--- config.mk ---
export PLATFORM = sky130hd
export DESIGN_NAME = rs_encode_param
export DESIGN_NICKNAME = d
export VERILOG_FILES = /design/src/rtl/rs_encode_pkg.sv /design/src/rtl/rs_gf_const_mult.sv /design/src/rtl/rs_encode_param.sv
export SDC_FILE = /design/constraint.sdc
export NUM_CORES = 1
export LEC_CHECK = 0
export CORE_UTILIZATION = 40
export CTS_CLUSTER_SIZE = 28
export DETAILED_ROUTE_END_ITERATION = 7
export DONT_BUFFER_PORTS = 1
export PLACE_DENSITY = 0.63
export SYNTH_ARGS = -nofsm -noshare
export SYNTH_HDL_FRONTEND = slang
export SYNTH_SLANG_ARGS = --single-unit
--- constraint.sdc ---
create_clock -name clk -period 5.58 [get_ports clk]
set_clock_uncertainty 0.1 [all_clocks]
set_input_delay 1.116 -clock clk [delete_from_list [all_inputs] [get_ports clk]]
set_output_delay 1.116 -clock clk [all_outputs]
set_load 0.03 [all_outputs]
--- src/rtl/rs_encode_pkg.sv ---
// Shared types and GF(2^8) helpers for the parameterised Reed-Solomon encoder.
package rs_encode_pkg;

  typedef enum logic {ST_DATA, ST_PARITY} enc_state_t;

  localparam int unsigned MAX_NPAR = 32;

  // g0..g(NPAR-1); the monic leading coefficient is implicit
  typedef logic [MAX_NPAR-1:0][7:0] gen_coef_t;

  function automatic logic [7:0] gf_mul(input logic [7:0] a, input logic [7:0] b,
                                         input logic [8:0] poly);
    logic [7:0] acc;
    logic [7:0] x;
    acc = '0;
    x   = a;
    for (int unsigned i = 0; i < 8; i++) begin
      if (b[i]) acc = acc ^ x;
      x = x[7] ? ({x[6:0], 1'b0} ^ poly[7:0]) : {x[6:0], 1'b0};
    end
    return acc;
  endfunction

  // Multiplies out prod(x + alpha^i), i = 0..npar-1, one root at a time
  function automatic gen_coef_t rs_gen_poly(input int unsigned npar, input logic [8:0] poly);
    logic [MAX_NPAR:0][7:0] t;
    logic [7:0]             root;
    gen_coef_t              g;
    t    = '0;
    t[0] = 8'h01;
    root = 8'h01;
    for (int unsigned i = 0; i < npar; i++) begin
      for (int unsigned j = i + 1; j > 0; j--)
        t[j] = t[j-1] ^ gf_mul(t[j], root, poly);
      t[0] = gf_mul(t[0], root, poly);
      root = gf_mul(root, 8'h02, poly);
    end
    g = '0;
    for (int unsigned i = 0; i < npar; i++) g[i] = t[i];
    return g;
  endfunction

endpackage

--- src/rtl/rs_gf_const_mult.sv ---
// GF(2^8) multiply of an 8-bit symbol by an elaboration-time constant.
module rs_gf_const_mult
  import rs_encode_pkg::*;
#(
  parameter logic [7:0] COEF      = 8'h01,
  parameter logic [8:0] PRIM_POLY = 9'h11D
) (
  input  logic [7:0] din,
  output logic [7:0] dout
);

  always_comb dout = gf_mul(din, COEF, PRIM_POLY);

endmodule

--- src/rtl/rs_encode_param.sv ---
// Systematic RS encoder: message symbols pass straight through, then NPAR parity symbols follow.
module rs_encode_param
  import rs_encode_pkg::*;
#(
  parameter int unsigned NPAR      = 16,
  parameter int unsigned K         = 239,
  parameter logic [8:0]  PRIM_POLY = 9'h11D
) (
  input  logic       clk,
  input  logic       rst,
  input  logic       src_encoder_data_val,
  input  logic [7:0] src_encoder_data,
  input  logic       src_encoder_last,
  output logic       encoder_src_rdy,
  output logic       encoder_dst_data_val,
  output logic [7:0] encoder_dst_data,
  output logic       encoder_dst_last,
  input  logic       dst_encoder_rdy,
  output logic       encoder_busy
);

  localparam gen_coef_t GEN = rs_gen_poly(NPAR, PRIM_POLY);

  enc_state_t                state, state_nxt;
  logic [NPAR-1:0][7:0]      par;
  logic [7:0]                prod [NPAR];
  logic [7:0]                fb;
  logic [7:0]                sym_cnt;
  logic [5:0]                par_cnt;
  logic                      src_acc, dst_acc, msg_end, par_end;

  always_comb fb = src_encoder_data ^ par[NPAR-1];

  for (genvar i = 0; i < NPAR; i++) begin : g_tap
    rs_gf_const_mult #(
      .COEF      (GEN[i]),
      .PRIM_POLY (PRIM_POLY)
    ) u_tap (
      .din  (fb),
      .dout (prod[i])
    );
  end

  always_ff @(posedge clk or posedge rst) begin
    if (rst) state <= ST_DATA;
    else     state <= state_nxt;
  end

  always_comb begin
    state_nxt            = state;
    encoder_src_rdy      = dst_encoder_rdy;
    encoder_dst_data_val = src_encoder_data_val;
    encoder_dst_data     = src_encoder_data;
    encoder_dst_last     = 1'b0;
    encoder_busy         = 1'b0;
    src_acc              = 1'b0;
    dst_acc              = 1'b0;
    msg_end              = 1'b0;
    par_end              = 1'b0;
    case (state)
      ST_DATA: begin
        src_acc = src_encoder_data_val & dst_encoder_rdy;
        msg_end = src_acc & (src_encoder_last | (sym_cnt == 8'(K - 1)));
        if (msg_end) state_nxt = ST_PARITY;
      end
      ST_PARITY: begin
        encoder_src_rdy      = 1'b0;
        encoder_busy         = 1'b1;
        encoder_dst_data_val = 1'b1;
        encoder_dst_data     = par[NPAR-1];
        encoder_dst_last     = (par_cnt == 6'(NPAR - 1));
        dst_acc              = dst_encoder_rdy;
        par_end              = dst_acc & encoder_dst_last;
        if (par_end) state_nxt = ST_DATA;
      end
      default: state_nxt = ST_DATA;
    endcase
  end

  always_ff @(posedge clk or posedge rst) begin
    if (rst) begin
      par     <= '0;
      sym_cnt <= '0;
      par_cnt <= '0;
    end else if (src_acc) begin
      par[0] <= prod[0];
      for (int unsigned i = 1; i < NPAR; i++) par[i] <= par[i-1] ^ prod[i];
      sym_cnt <= msg_end ? '0 : sym_cnt + 8'd1;
    end else if (dst_acc) begin
      // Parity leaves from the top; zero fill keeps the LFSR clean for the next message
      if (par_end) par <= '0;
      else         par <= {par[NPAR-2:0], 8'h00};
      par_cnt <= par_end ? '0 : par_cnt + 6'd1;
    end
  end

endmodule
# Word-level counts from Yosys, hierarchy flattened
# Index checks and enable logic that the tools add are counted.
word_totals:
  reg_bits: 143
  word_cells: 109
  out_inout_bits: 12
  inputBits: 13
classes:
  eq_ne: 2
  reduce_logical: 2
  n_mux: 24
  addsub: 2
  bitwise_logic: 60
op_table:
  columns: ["operator", "n"]
  rows:
  - ["$mux W128", 3]
  - ["$xor A8 B8 Y8", 47]
  - ["$mux W5", 7]
  - ["$not A4 Y4", 7]
  - ["$mux W8", 2]
  - ["$mux W1", 10]
  - ["$add A8 B1 Y8 const B", 1]
  - ["$eq A8 B8 Y1 const B", 1]
  - ["$add A6 B1 Y6 const B", 1]
  - ["$eq A6 B4 Y1 const B", 1]
  - ["$mux W6", 1]
  - ["$and A1 B1 Y1", 3]
  - ["$not A1 Y1", 2]
  - ["$pmux W1 S2", 1]
  - ["$reduce_and A2 Y1", 1]
  - ["$reduce_bool A2 Y1", 1]
  - ["$or A1 B1 Y1", 1]

# Logic depth before layout (Yosys ltp)
# Gate-level depths: netlist of the first run.
depth:
  word_depth: 18
  mapped_depth: 9
  mapped_depth_nobuf: 8

# Modules after synthesis
# A second synthesis of the first run with hierarchy kept.
unflattened:
  cells_unflattened: 1022
  hier_area_um2: 11129.4
by_module_without_submodules:
  columns: ["module", "seq_area_each_um2", "cells_each", "area_each_um2", "instances"]
  rows:
  - ["rs_encode_param", 3578.4, 779, 8269.2, 1]
  - ["rs_gf_const_mult at g_tap[0].u_tap ...", 0.0, 15, 180.2, 2]
  - ["rs_gf_const_mult at g_tap[4].u_tap", 0.0, 16, 267.8, 1]
  - ["rs_gf_const_mult at g_tap[10].u_tap", 0.0, 15, 254.0, 1]
  - ["rs_gf_const_mult at g_tap[12].u_tap", 0.0, 16, 221.5, 1]
  - ["rs_gf_const_mult at g_tap[7].u_tap", 0.0, 16, 196.4, 1]
  - ["rs_gf_const_mult at g_tap[3].u_tap", 0.0, 15, 195.2, 1]
  - ["rs_gf_const_mult at g_tap[1].u_tap", 0.0, 14, 193.9, 1]
  - ["rs_gf_const_mult at g_tap[9].u_tap", 0.0, 20, 185.2, 1]
  - ["rs_gf_const_mult at g_tap[14].u_tap", 0.0, 17, 180.2, 1]
  - ["rs_gf_const_mult at g_tap[13].u_tap", 0.0, 18, 172.7, 1]
  - ["rs_gf_const_mult at g_tap[2].u_tap", 0.0, 12, 140.1, 1]
  - ["rs_gf_const_mult at g_tap[11].u_tap", 0.0, 14, 138.9, 1]
  - ["rs_gf_const_mult at g_tap[5].u_tap", 0.0, 15, 138.9, 1]
  - ["2 more rows", null, null, null, null]

# Worst setup path after synthesis of the first run
# OpenSTA, ideal clock, no wires.
synth_path:
  path_type: "input port to flip-flop"
  startpoint: "in src_encoder_data[7]"
  endpoint: "reg par[122] (netlist bit)"
  required_ps: 5393
  arrival_ps: 2926
  path_buffers: 0
  slack_ps: 2467
  setup_time_ps: 87
  path_stages: 6
  path_cell_list: "xnor2_2 > xnor3_1 > xnor2_2 > mux2i_1 > nand4_1 > o211ai_1"
synth_between:
  elab_chain_cells: 10
  elab_cells_between_ends: 12
  classes_between: "mux (5); bitwise (7)"
synth_rtl:
  columns: ["item", "line", "text"]
  rows:
  - ["from (decl)", "rs_encode_param.sv:12", "input logic [7:0] src_encoder_data,"]
  - ["$xor A8 B8 Y8 *", "rs_encode_param.sv:32", "always_comb fb = src_encoder_data ^ par[NPAR-1];"]
  - ["$mux W5 *", "rs_encode_pkg.sv:19", "x = x[7] ? ({x[6:0], 1'b0} ^ poly[7:0]) : {x[6:0], 1'b0};"]
  - ["$mux W5", "rs_encode_pkg.sv:19", null]
  - ["$not A4 Y4 (no line)", null, null]
  - ["$mux W5", "rs_encode_pkg.sv:19", null]
  - ["$xor A8 B8 Y8 (2 in series)", "rs_encode_pkg.sv:18", "if (b[i]) acc = acc ^ x;"]
  - ["$xor A8 B8 Y8 *", "rs_encode_pkg.sv:18", null]
  - ["$xor A8 B8 Y8 *", "rs_encode_param.sv:87", "for (int unsigned i = 1; i < NPAR; i++) par[i] <= par[i-1] ^ prod[i];"]
  - ["$mux W128 *", "rs_encode_param.sv:85", "end else if (src_acc) begin"]
  - ["to (signal assigned)", "rs_encode_param.sv:92", "else par <= {par[NPAR-2:0], 8'h00};"]
  - ["to (decl)", "rs_encode_param.sv:25", "logic [NPAR-1:0][7:0] par;"]
# Every way passes the cells marked *; elsewhere a longest branch is shown, timed or not.
# A chain may end at the register's enable or synchronous reset.

# Worst setup path in the final report of the first run
layout_path:
  startpoint: "reg state"
  endpoint: "out encoder_dst_last"
layout_between:
  elab_chain_cells: 1
layout_rtl:
  columns: ["item", "line", "text"]
  rows:
  - ["from (decl)", "rs_encode_param.sv:24", "enc_state_t state, state_nxt;"]
  - ["from (signal assigned)", "rs_encode_param.sv:46", "else state <= state_nxt;"]
  - ["$mux W1", "rs_encode_param.sv:60", "case (state)"]
  - ["to (decl)", "rs_encode_param.sv:17", "output logic encoder_dst_last,"]
# Every way passes these cells.

==> results of run 1 <==
-- registers in the layout (all words and copies together), names as in the netlist --
name / count
par: 128
sym_cnt: 8
par_cnt: 6
state: 1
-- routing by layer --
layer	vias to the layer above	track usage, %
li1	3241	-
met1	3317	30.1
met2	166	32.8
met3	33	3.92
met4	0	7.28
met5	-	0
-- layout make-up --
cell class,instances,share of cell area (%)
Clock buffer,20,4.77
Inverter,3,0.166
Sequential cell,143,36.6
Timing Repair Buffer,12,1.05
Tap cell,280,3.58
Clock inverter,12,1.25
Multi-Input combinational cell,714,52.6
-- critical path: stages (launching register included) --
cell                      delay, ps
sky130_fd_sc_hd__dfrtp_1        790
sky130_fd_sc_hd__inv_1          300
sky130_fd_sc_hd__nor3_1         790
-- worst paths after layout --
check	startpoint	end	slack, ps
worst max-delay path	state$_DFF_PP0_	encoder_dst_last	2050
worst min-delay path	par[107]$_DFFE_PP0P_	par[107]$_DFFE_PP0P_	400
worst max register to register	par[127]$_DFFE_PP0P_	par[33]$_DFFE_PP0P_	2260
worst min register to register	par[107]$_DFFE_PP0P_	par[107]$_DFFE_PP0P_	400
max in group asynchronous	rst	par[23]$_DFFE_PP0P_	3770
min in group asynchronous	rst	par[22]$_DFFE_PP0P_	570
-- cells in the final DEF (no fill, tap or decap), drive strengths merged, types with 20 or more instances in the layout --
cell type  synthesis  final
mux2              39     39
nor2              80     80
clkbuf            57     20
o21ai             55     55
o211ai            71     71
xnor2             88     88
or3               55     55
dfrtp            143    143
nand2            119    119
a31oi             53     53
-- logic make-up (layout without fill, tap and decap cells) --
kind of cell / count (synthesis) / count (layout) / synth area share (%)
flip-flops: 143 / 143 / 39.9
adder cells (fa/ha/maj): 3 / 3 / 0.418
AO/OA/AOI/OAI: 227 / 227 / 16.6
XOR/XNOR: 124 / 124 / 18.0
multiplexers: 52 / 52 / 6.34
AND/OR/NAND/NOR: 308 / 308 / 15.6
buffers and inverters: 70 / 47 / 3.12
-- stage by stage --
| stage | worst slack, ps | utilization, % | hold WS [ps] | instance area (um2) | std cells |
|---|---|---|---|---|---|
| after floorplan | 526 | - | 358 | 8970 | 927 |
| after global placement | 1750 | 42.0 | 377 | 9190 | 1152 |
| after detailed placement | 1690 | 42.0 | 386 | 9190 | 1152 |
| after CTS | 2020 | 44.7 | 399 | 9780 | 1184 |
| after global routing | 1940 | 44.7 | 416 | 9780 | 1184 |
| final | 2050 | 44.7 | 396 | 9780 | 1184 |
==> results.txt, run 1 <==
* Clock tree from TritonCTS: yes
- Total of max-cap violations: 0
- Distinct cells, synth: 45
* Yosys synthesis warning count: 0
- Headroom to the max-slew limit came out at around 26%.
- Root buffer selected by CTS: sky130_fd_sc_hd__clkbuf_16
- Met2 Routed Length: roughly 11000 um
- Post-CTS Setup Repair Bufs: 0
* Worst path required time: about 4400 ps
* Post-route DRC violation count: 0
- Counting the buffers created by CTS gives 17.
- Met3 WL: ~1100 um
* Number of enable-type register cells in the synthesized netlist: 0
- Clock tree sinks: 143
- Type of destination of the critical path: primary output
- Max Slew Vio Count: 0
- For this design, the CTS-stage hold fixing added 0 buffers.
* Total negative setup slack: 0 ps
- In this run the core area contains 54 standard-cell rows.
- In this run, the number of DRC markers left after iteration 0 of detailed routing was approximately 580.
- Post-cts gate resize count: 0
- Mapped Avg Cell Area: 9.68 um2
* Total setup violations reported at the end of the flow: 0
* Fraction of the yosys area taken by sequential cells: 39.9%
* Cells after Synth: 927
- After filler insertion, the fill cell instance count of the layout stands at between 2000 and 2500.
- Compared with the post-synthesis result, the final layout area differs by 9.01%.
- Category of the critical setup timing path: register to primary output
- Final-stage net count: just over 900
- Of all nets on the critical path, the largest fanout is 14.
* Area used by multi-input combinational logic: ~5000 um2
- In this run the count of I/O pins placed on the die edge is 25.
- Number of I/O port buffers: 0
* Outcome: finished, final reports clean
- Synthesized area: around 9000 um2
- Overall fraction of global-route tracks in use: roughly a fifth
- Of the post-synthesis cell area, the dominant cell type holds 39.9%.
* Instance count along the most critical hold path: 2
- After synthesis, the share of flip-flops with an asynchronous set or reset is between 90% and 100%.
- Die Height: 152 um
- Setup repair after global routing left no endpoint under its margin.
- Entering global routing, the biggest net connects ~120 pins.
- Net count after synthesis: approximately 940
* Core area: 21900 um2
- Predominant post-synthesis flop cell: sky130_fd_sc_hd__dfrtp_1
- For this block, the via count after detailed routing is 6757.
- Footprint of the flip-flops and latches: ~3600 um2
- The commonest cells after synthesis are sky130_fd_sc_hd__dfrtp_1, sky130_fd_sc_hd__nand2_1, sky130_fd_sc_hd__nor2_1.
- After clock tree synthesis, the clock-pin slew on the worst setup and hold paths is ~60 ps.
- 0 antenna diodes ended up in the layout.
- Placed wire-length estimate: about 15000 um
- Element type at the critical path start: register
* Post-detailed-route via-to-cell ratio: 5.71
- The worst path uses between 60% and 70% of the clock period.
- For this run, the top clock speed supported by timing is roughly 280 MHz.
- Initial DRT Pass Iterations: 5
- The via count of the first global-routing pass was 6204.
* Initial antenna violation count: 0
- Die width: between 150 and 200 um
- Dividing the detail-routed wire length by the instance count gives around 19 um.
- For this configuration, the core starts out at a cell density of between 40% and 50%.
- CTS built an H-tree with a depth of 4.
- In this run the deepest clock path goes through 2 buffers.
- For the pin with the worst max-slew slack, the measured transition is 1120 ps.
* Die footprint: about 23000 um2
* Ratio of cells with drive above 1 in the final layout: between 10% and 20%
- The total overflow left after global routing is 0.
- Post-route ant nets: 0
- First-pass GRT wire length: about 36000 um
- Final routed wirelength across all metal layers: 23000 um
- The count of endpoints failing hold in the final timing report came to 0.
- After detailed routing, the wire length on met1 is 10800 um.
- After layout, the minimum clock period comes to around 3500 ps.
* HP Class: register to register
- Clock latency on the worst-skew pair: about 440 ps
* Worst path arrival time: around 2300 ps
* Area contributors post-synth: sky130_fd_sc_hd__dfrtp_1, sky130_fd_sc_hd__xnor2_1, sky130_fd_sc_hd__o211ai_1, sky130_fd_sc_hd__nand2_1, sky130_fd_sc_hd__mux2_2
- Most frequently used cell type in the post-synthesis netlist: sky130_fd_sc_hd__dfrtp_1
* Final GP Congestion: about 0.79
- Top routing layer in use: met4
* Number of synthesized register bits: ~140
- The biggest area contributor in the post-synthesis netlist is sky130_fd_sc_hd__dfrtp_1.
- Number of cell instances on the worst register-to-register path: 7
Power of run 1 is left out: the tool's default activity adds up to more than one toggle a clock period on the data nets, which glitch-free logic cannot reach.
==> inputs of run 2 (changes only) <==
--- a/config.mk
+++ b/config.mk
@@ -9,7 +9,7 @@
 export CTS_CLUSTER_SIZE = 28
 export DETAILED_ROUTE_END_ITERATION = 7
 export DONT_BUFFER_PORTS = 1
-export PLACE_DENSITY = 0.63
+export PLACE_DENSITY = 0.65
 export SYNTH_ARGS = -nofsm -noshare
 export SYNTH_HDL_FRONTEND = slang
 export SYNTH_SLANG_ARGS = --single-unit
==> constraint.sdc (replaced) <==
create_clock -name clk -period 3 [get_ports clk]
set_clock_uncertainty 0.1 [all_clocks]
set_input_delay 0.6 -clock clk [delete_from_list [all_inputs] [get_ports clk]]
set_output_delay 0.6 -clock clk [all_outputs]
set_load 0.03 [all_outputs]
==> run 2 against run 1 <==
Compared with the run above:
- non-clock buffer count up 31
- via count grew 2.5%
- hold slack worse by 170 ps
- sequential cell count did not move
- global-route usage grew 0.11 points
- routed wire length fell by 0.99%
- count of clock-buffer cells in the layout is 1 lower
- utilization grew 1.5 points
- register-to-register slack lost 2100 ps
- sequential share of layout area is 1.2 points lower
- critical path depth increased by 5
- highest routed layer unchanged
==> results.txt, run 2 (synthesis gave the netlist of run 1 again) <==
* Biggest register: par
* Number of placement rows: 54
* Max Slew Vio Count: 0
- Counting I/O delays and the setup requirement, the final critical path takes roughly 2900 ps.
- Number of flip-flops under the largest register name: around 130
* Highest fanout seen on the critical path: 13
* Type of destination of the critical path: register
* Post-detailed-route via-to-cell ratio: between 5 and 6
- HP Class: input pin to register
- In the global route stage, overall resource usage came out at a little over a fifth.
* Post-route DRC violation count: 0
* Initial antenna violation count: 0
- After the last flow step, the layout net total stands at 938.
- For the pin with the worst max-slew slack, the measured transition is 960 ps.
- The critical path is of the register to register type.
- The repair_antennas step left the layout with diodes totalling 0.
* Slew HR: 35.5%
* Clock tree buffer depth: 2
- Clock tree from TritonCTS: yes
* Ratio of cells with drive above 1 in the final layout: 15.7%
- The largest registers in the layout are par: 128 flops, sym_cnt: 8 flops, par_cnt: 6 flops.
- The count of endpoints failing hold in the final timing report was 0.
- At the worst endpoint, the arrival time is a little over 3000 ps.
- The die is ~150 um wide.
- Initial DRT Pass Iterations: 5
- Outcome: finished, final reports clean
- Layout-stage area growth over the synthesis result: 12.8%
* Via total after detailed routing: just under 7000
- Die Height: ~150 um
- At the later pin of the worst-skew pair, clock insertion delay measures 430 ps.
* Number of global-route vias before repair: ~6500
- Clock-pin slew on the worst setup and hold paths: approximately 70 ps
- Based on the critical path, the design can be clocked at up to 350 MHz.
- Dividing the detail-routed wire length by the instance count gives roughly 19 um.
- Placed wire-length estimate: between 15000 and 20000 um
* Total setup violations reported at the end of the flow: 0
- Total congestion overflow: 0
- The library cell used most frequently in the layout, excluding fill and tap cells, is sky130_fd_sc_hd__dfrtp_1.
- Setup total negative slack on the finished layout was measured at 0 ps.
- Port buffering added 0 buffers.
* Root buffer selected by CTS: sky130_fd_sc_hd__clkbuf_16
* Starting DRT DRC Count: 540
* Element type at the critical path start: register
- The detail route stage leaves a number of antenna-violating nets equal to 0.
- Effective utilization at floorplan: 41.0%
- Pin placement for this block handled 25 I/O pins.
- Core area: ~22000 um2
* First-pass GRT wire length: 37000 um
* Total of max-cap violations: 0
- Entering global routing, the biggest net connects a little over 80 pins.
* Worst path required time: approximately 3300 ps
- After layout, the worst path uses 95.2% of the clock period.
- TritonCTS buffer count: 17
- Unrepaired setup endpoints after global routing: false
- The H-tree generated during clock tree synthesis spans 4 levels.
- The clock net in this run drives a total of roughly 140 sinks.
- Final GP Congestion: 0.839
* Highest-count cells in the layout ignoring fill and taps: sky130_fd_sc_hd__dfrtp_1, sky130_fd_sc_hd__nand2_1, sky130_fd_sc_hd__nor2_1
- Die footprint: 23000 um2
* Final routed wirelength across all metal layers: about 23000 um
==> run 2: area by class of cell <==
cell class	instances	area, um2
Multi-Input combinational cell	714	5160
Clock inverter	13	129
Timing Repair Buffer	43	438
Fill cell	2076	11800
Tap cell	280	350
Clock buffer	19	453
Sequential cell	143	3580
Inverter	3	15.0
==> run 2: path summary, 6_finish.rpt <==
check	from	slack (ps)	end	cells past startpoint
worst max register to register	par[124]$_DFFE_PP0P_	140	par[97]$_DFFE_PP0P_	7
max in group asynchronous	rst	1460	par[78]$_DFFE_PP0P_	3
worst min register to register	par_cnt[5]$_DFFE_PP0P_	390	par_cnt[5]$_DFFE_PP0P_	1
worst min-delay path	dst_encoder_rdy	220	state$_DFF_PP0_	2
worst max-delay path	par[124]$_DFFE_PP0P_	140	par[97]$_DFFE_PP0P_	7
min in group asynchronous	rst	590	par_cnt[1]$_DFFE_PP0P_	2
==> run 2: routing by layer <==
metal / up-vias / track usage [%] / routed length [um]
met5: - / 0 / 0
met4: 0 / 6.73 / 478
met3: 37 / 3.95 / 1210
met2: 190 / 32.1 / 10200
met1: 3395 / 31.3 / 10900
li1: 3304 / - / -
==> run 2: what timing repair did <==
item | in CTS | in global routing
hold endpoints to repair | 19 | 0
setup buffers | 0 | 0
endpoints found under the setup margin | 0 | 1
hold buffers | 1 | 0
gates resized for setup | 0 | 1
==> run 2: worst max-delay path, stage by stage (launching register included) <==
cell and delay (ps):
sky130_fd_sc_hd__dfrtp_1 490, sky130_fd_sc_hd__xnor2_4 210, sky130_fd_sc_hd__buf_4 240, sky130_fd_sc_hd__xnor2_2 620, sky130_fd_sc_hd__xnor2_2 230, sky130_fd_sc_hd__nor2_1 360, sky130_fd_sc_hd__mux2_2 380, sky130_fd_sc_hd__o21ai_0 140
==> run 2: metrics by stage <==
| stage | cells | worst slack (ps) | hold slack (ps) | util, % | area, um2 |
|---|---|---|---|---|---|
| 2_1_floorplan | 927 | 403 | 358 | - | 8980 |
| 3_3_place_gp | 1182 | 103 | 377 | 43.5 | 9520 |
| 3_5_place_dp | 1182 | 59.3 | 384 | 43.5 | 9520 |
| 4_1_cts | 1215 | 118 | 208 | 46.2 | 10100 |
| 5_1_grt | 1215 | 14.5 | 207 | 46.2 | 10100 |
| 6_report | 1215 | 143 | 222 | 46.2 | 10100 |
Power of run 2 is left out for the same reason.
==> inputs of run 3 (changes only) <==
--- a/config.mk
+++ b/config.mk
@@ -10,6 +10,7 @@
 export DETAILED_ROUTE_END_ITERATION = 7
 export DONT_BUFFER_PORTS = 1
 export PLACE_DENSITY = 0.65
+export SETUP_SLACK_MARGIN = 0.05
 export SYNTH_ARGS = -nofsm -noshare
 export SYNTH_HDL_FRONTEND = slang
 export SYNTH_SLANG_ARGS = --single-unit
==> run 3 against run 2 <==
Compared with the run above:
- via count is 0.13% lower
- setup slack better by 150 ps
- cell count stayed put
- cell area is 0.11% higher
- utilization is 0.051 points higher
- critical path depth stayed put
- global-route usage stayed put
- die area stayed put
- hold slack worse by 1.1 ps
==> results.txt, run 3 (synthesis gave the netlist of run 1 again) <==
- For this design the top-level I/O count stands at 25.
* Total non-filler cell area in the finished layout: 10100 um2
* Post-route fraction of the period consumed by the critical path: between 90% and 100%
- Clock period minus worst slack: around 2700 ps
* Placed wire-length estimate: 15300 um
- Prior to clock tree synthesis, the placed netlist has a worst setup slack of 59.3 ps.
- In the layout the commonest cells are sky130_fd_sc_hd__dfrtp_1, sky130_fd_sc_hd__nand2_1, sky130_fd_sc_hd__nor2_1.
* Post-CTS Setup Repair Bufs: 0
- Max Slew Vio Count: 0
* Die Height: roughly 150 um
* Unrepaired setup endpoints after global routing: false
- Filler instances: 2074
- Die width: approximately 150 um
- The first global-routing pass estimated 37000 um of wire.
* Total of max-cap violations: 0
- Setup slack of the worst register-to-register path: roughly 290 ps
- Layout-stage area growth over the synthesis result: 12.9%
* HP Class: input pin to register
* Clock tree sinks: around 140
- Transition at the pin with the smallest max-transition slack: 937 ps
- The critical path in this run is classified as register to register.
- Slew HR: a little under two fifths
* Total buffers and inverters traversed by the critical path: 1
- Diode count: 0
* Post-detailed-route via-to-cell ratio: between 5 and 6
* Final WS setup: 294 ps
- Most common library cell in the layout ignoring fill and taps: sky130_fd_sc_hd__dfrtp_1
- The slowest stage of the critical path is the sky130_fd_sc_hd__xnor3_1 cell.
- Total negative setup slack: 0 ps
- Cell repeated most along the worst path: sky130_fd_sc_hd__xnor2_1
- Root buffer selected by CTS: sky130_fd_sc_hd__clkbuf_16
- Number of I/O port buffers: 0
* Total congestion overflow: 0
* Final routed wirelength across all metal layers: 22800 um
- Once placement finished, the instance area stood at 9520 um2.
- Biggest regs: par: 128 flops, sym_cnt: 8 flops, par_cnt: 6 flops
- Post-route DRC violation count: 0
- Post-route ant nets: 0
* Maximum clock frequency: approximately 370 MHz
* Clock latency on the worst-skew pair: 430 ps
- Highest fanout seen on the critical path: 7
* Crit-path cells: xnor2_4, xnor3_1, buf_4, xnor2_1, xnor2_1, or3_1, nand3_1
* Top delay family on crit path: XOR/XNOR gates
- The detailed router placed a little under 7000 vias in this run.
* Effective utilization at floorplan: 41.0%
- Final hold analysis gives a worst-case slack of between 200 and 250 ps.
* Clock tree buffer depth: 2
- In the final routed layout, each cell accounts on average for around 19 um.
- At the end of routability-driven placement, the weighted congestion stood at ~0.84.
- par holds more flip-flops than any other register.
* Total setup violations reported at the end of the flow: 0
- TritonCTS buffer count: 17
- After the last flow step, the layout net total stands at 938.
- The run finished with clean final reports.
* Type of destination of the critical path: register
- Number of endpoints with negative hold slack in the final report: 0
- In the global route stage, overall resource usage came out at roughly 21%.
* Clock-pin slew on the worst setup and hold paths: ~60 ps
* Starting DRT DRC Count: roughly 510
* Initial antenna violation count: 0
* Worst path required time: ~3300 ps
- Highest cell delay on the worst timing path: a little under 600 ps
- TritonCTS built the clock tree.
- The pre-antenna-repair detailed-routing pass consisted of 5 iterations.
- Entering global routing, the biggest net connects between 80 and 90 pins.
* Die footprint: 23000 um2
- The initialized floorplan defines between 50 and 60 standard-cell rows.
- Core area: approximately 22000 um2
- STA classifies the critical path startpoint as a register.
- The register with the most flip-flops in the layout has ~130 of them.
- The H-tree was split into 4 levels.
- Number of global-route vias before repair: roughly 6500
* Worst path arrival time: between 2000 and 3000 ps
- Ratio of cells with drive above 1 in the final layout: between 10% and 20%
run 3: cell count changes in the layout (fill, tap and decap cells not counted):
cell / before / now
sky130_fd_sc_hd__xnor2_2: 15 / 14
sky130_fd_sc_hd__xnor2_4: 5 / 6
run 3: final timing paths:
kind	from	endpoint	cells past startpoint
min reg2reg	par_cnt[5]$_DFFE_PP0P_	par_cnt[5]$_DFFE_PP0P_	1
max in group asynchronous	rst	par[78]$_DFFE_PP0P_	3
max reg2reg	par[123]$_DFFE_PP0P_	par[76]$_DFFE_PP0P_	7
max	par[123]$_DFFE_PP0P_	par[76]$_DFFE_PP0P_	7
min	dst_encoder_rdy	state$_DFF_PP0_	2
min in group asynchronous	rst	par_cnt[1]$_DFFE_PP0P_	2
run 3: final cells by class:
type | instances | area, um2 | area share, %
Clock inverter | 13 | 129 | 1.27
Clock buffer | 19 | 453 | 4.47
Multi-Input combinational cell | 714 | 5170 | 51.0
Sequential cell | 143 | 3580 | 35.3
Inverter | 3 | 15.0 | 0.148
Timing Repair Buffer | 43 | 438 | 4.32
Tap cell | 280 | 350 | 3.46
run 3: timing repair:
| action | 4_1_cts | 5_1_grt |
|---|---|---|
| setup endpoints to repair | 0 | 3 |
| gates resized for setup | 0 | 2 |
| hold buffers | 1 | 0 |
| endpoints found under the hold margin | 19 | 0 |
run 3: layer usage:
metal	share of wire [%]	vias to the layer above	track usage (%)
li1	-	3315	-
met5	0	-	0
met3	5.1	31	3.95
met1	48	3416	31.3
met4	2.0	0	6.73
met2	45	155	32.1
run 3: stage by stage:
stage	cells	utilization, %
6_report	1215	46.3
5_1_grt	1215	46.3
4_1_cts	1215	46.2
3_5_place_dp	1182	43.5
3_3_place_gp	1182	43.5
2_1_floorplan	927	-
Power of run 3 is left out for the same reason.
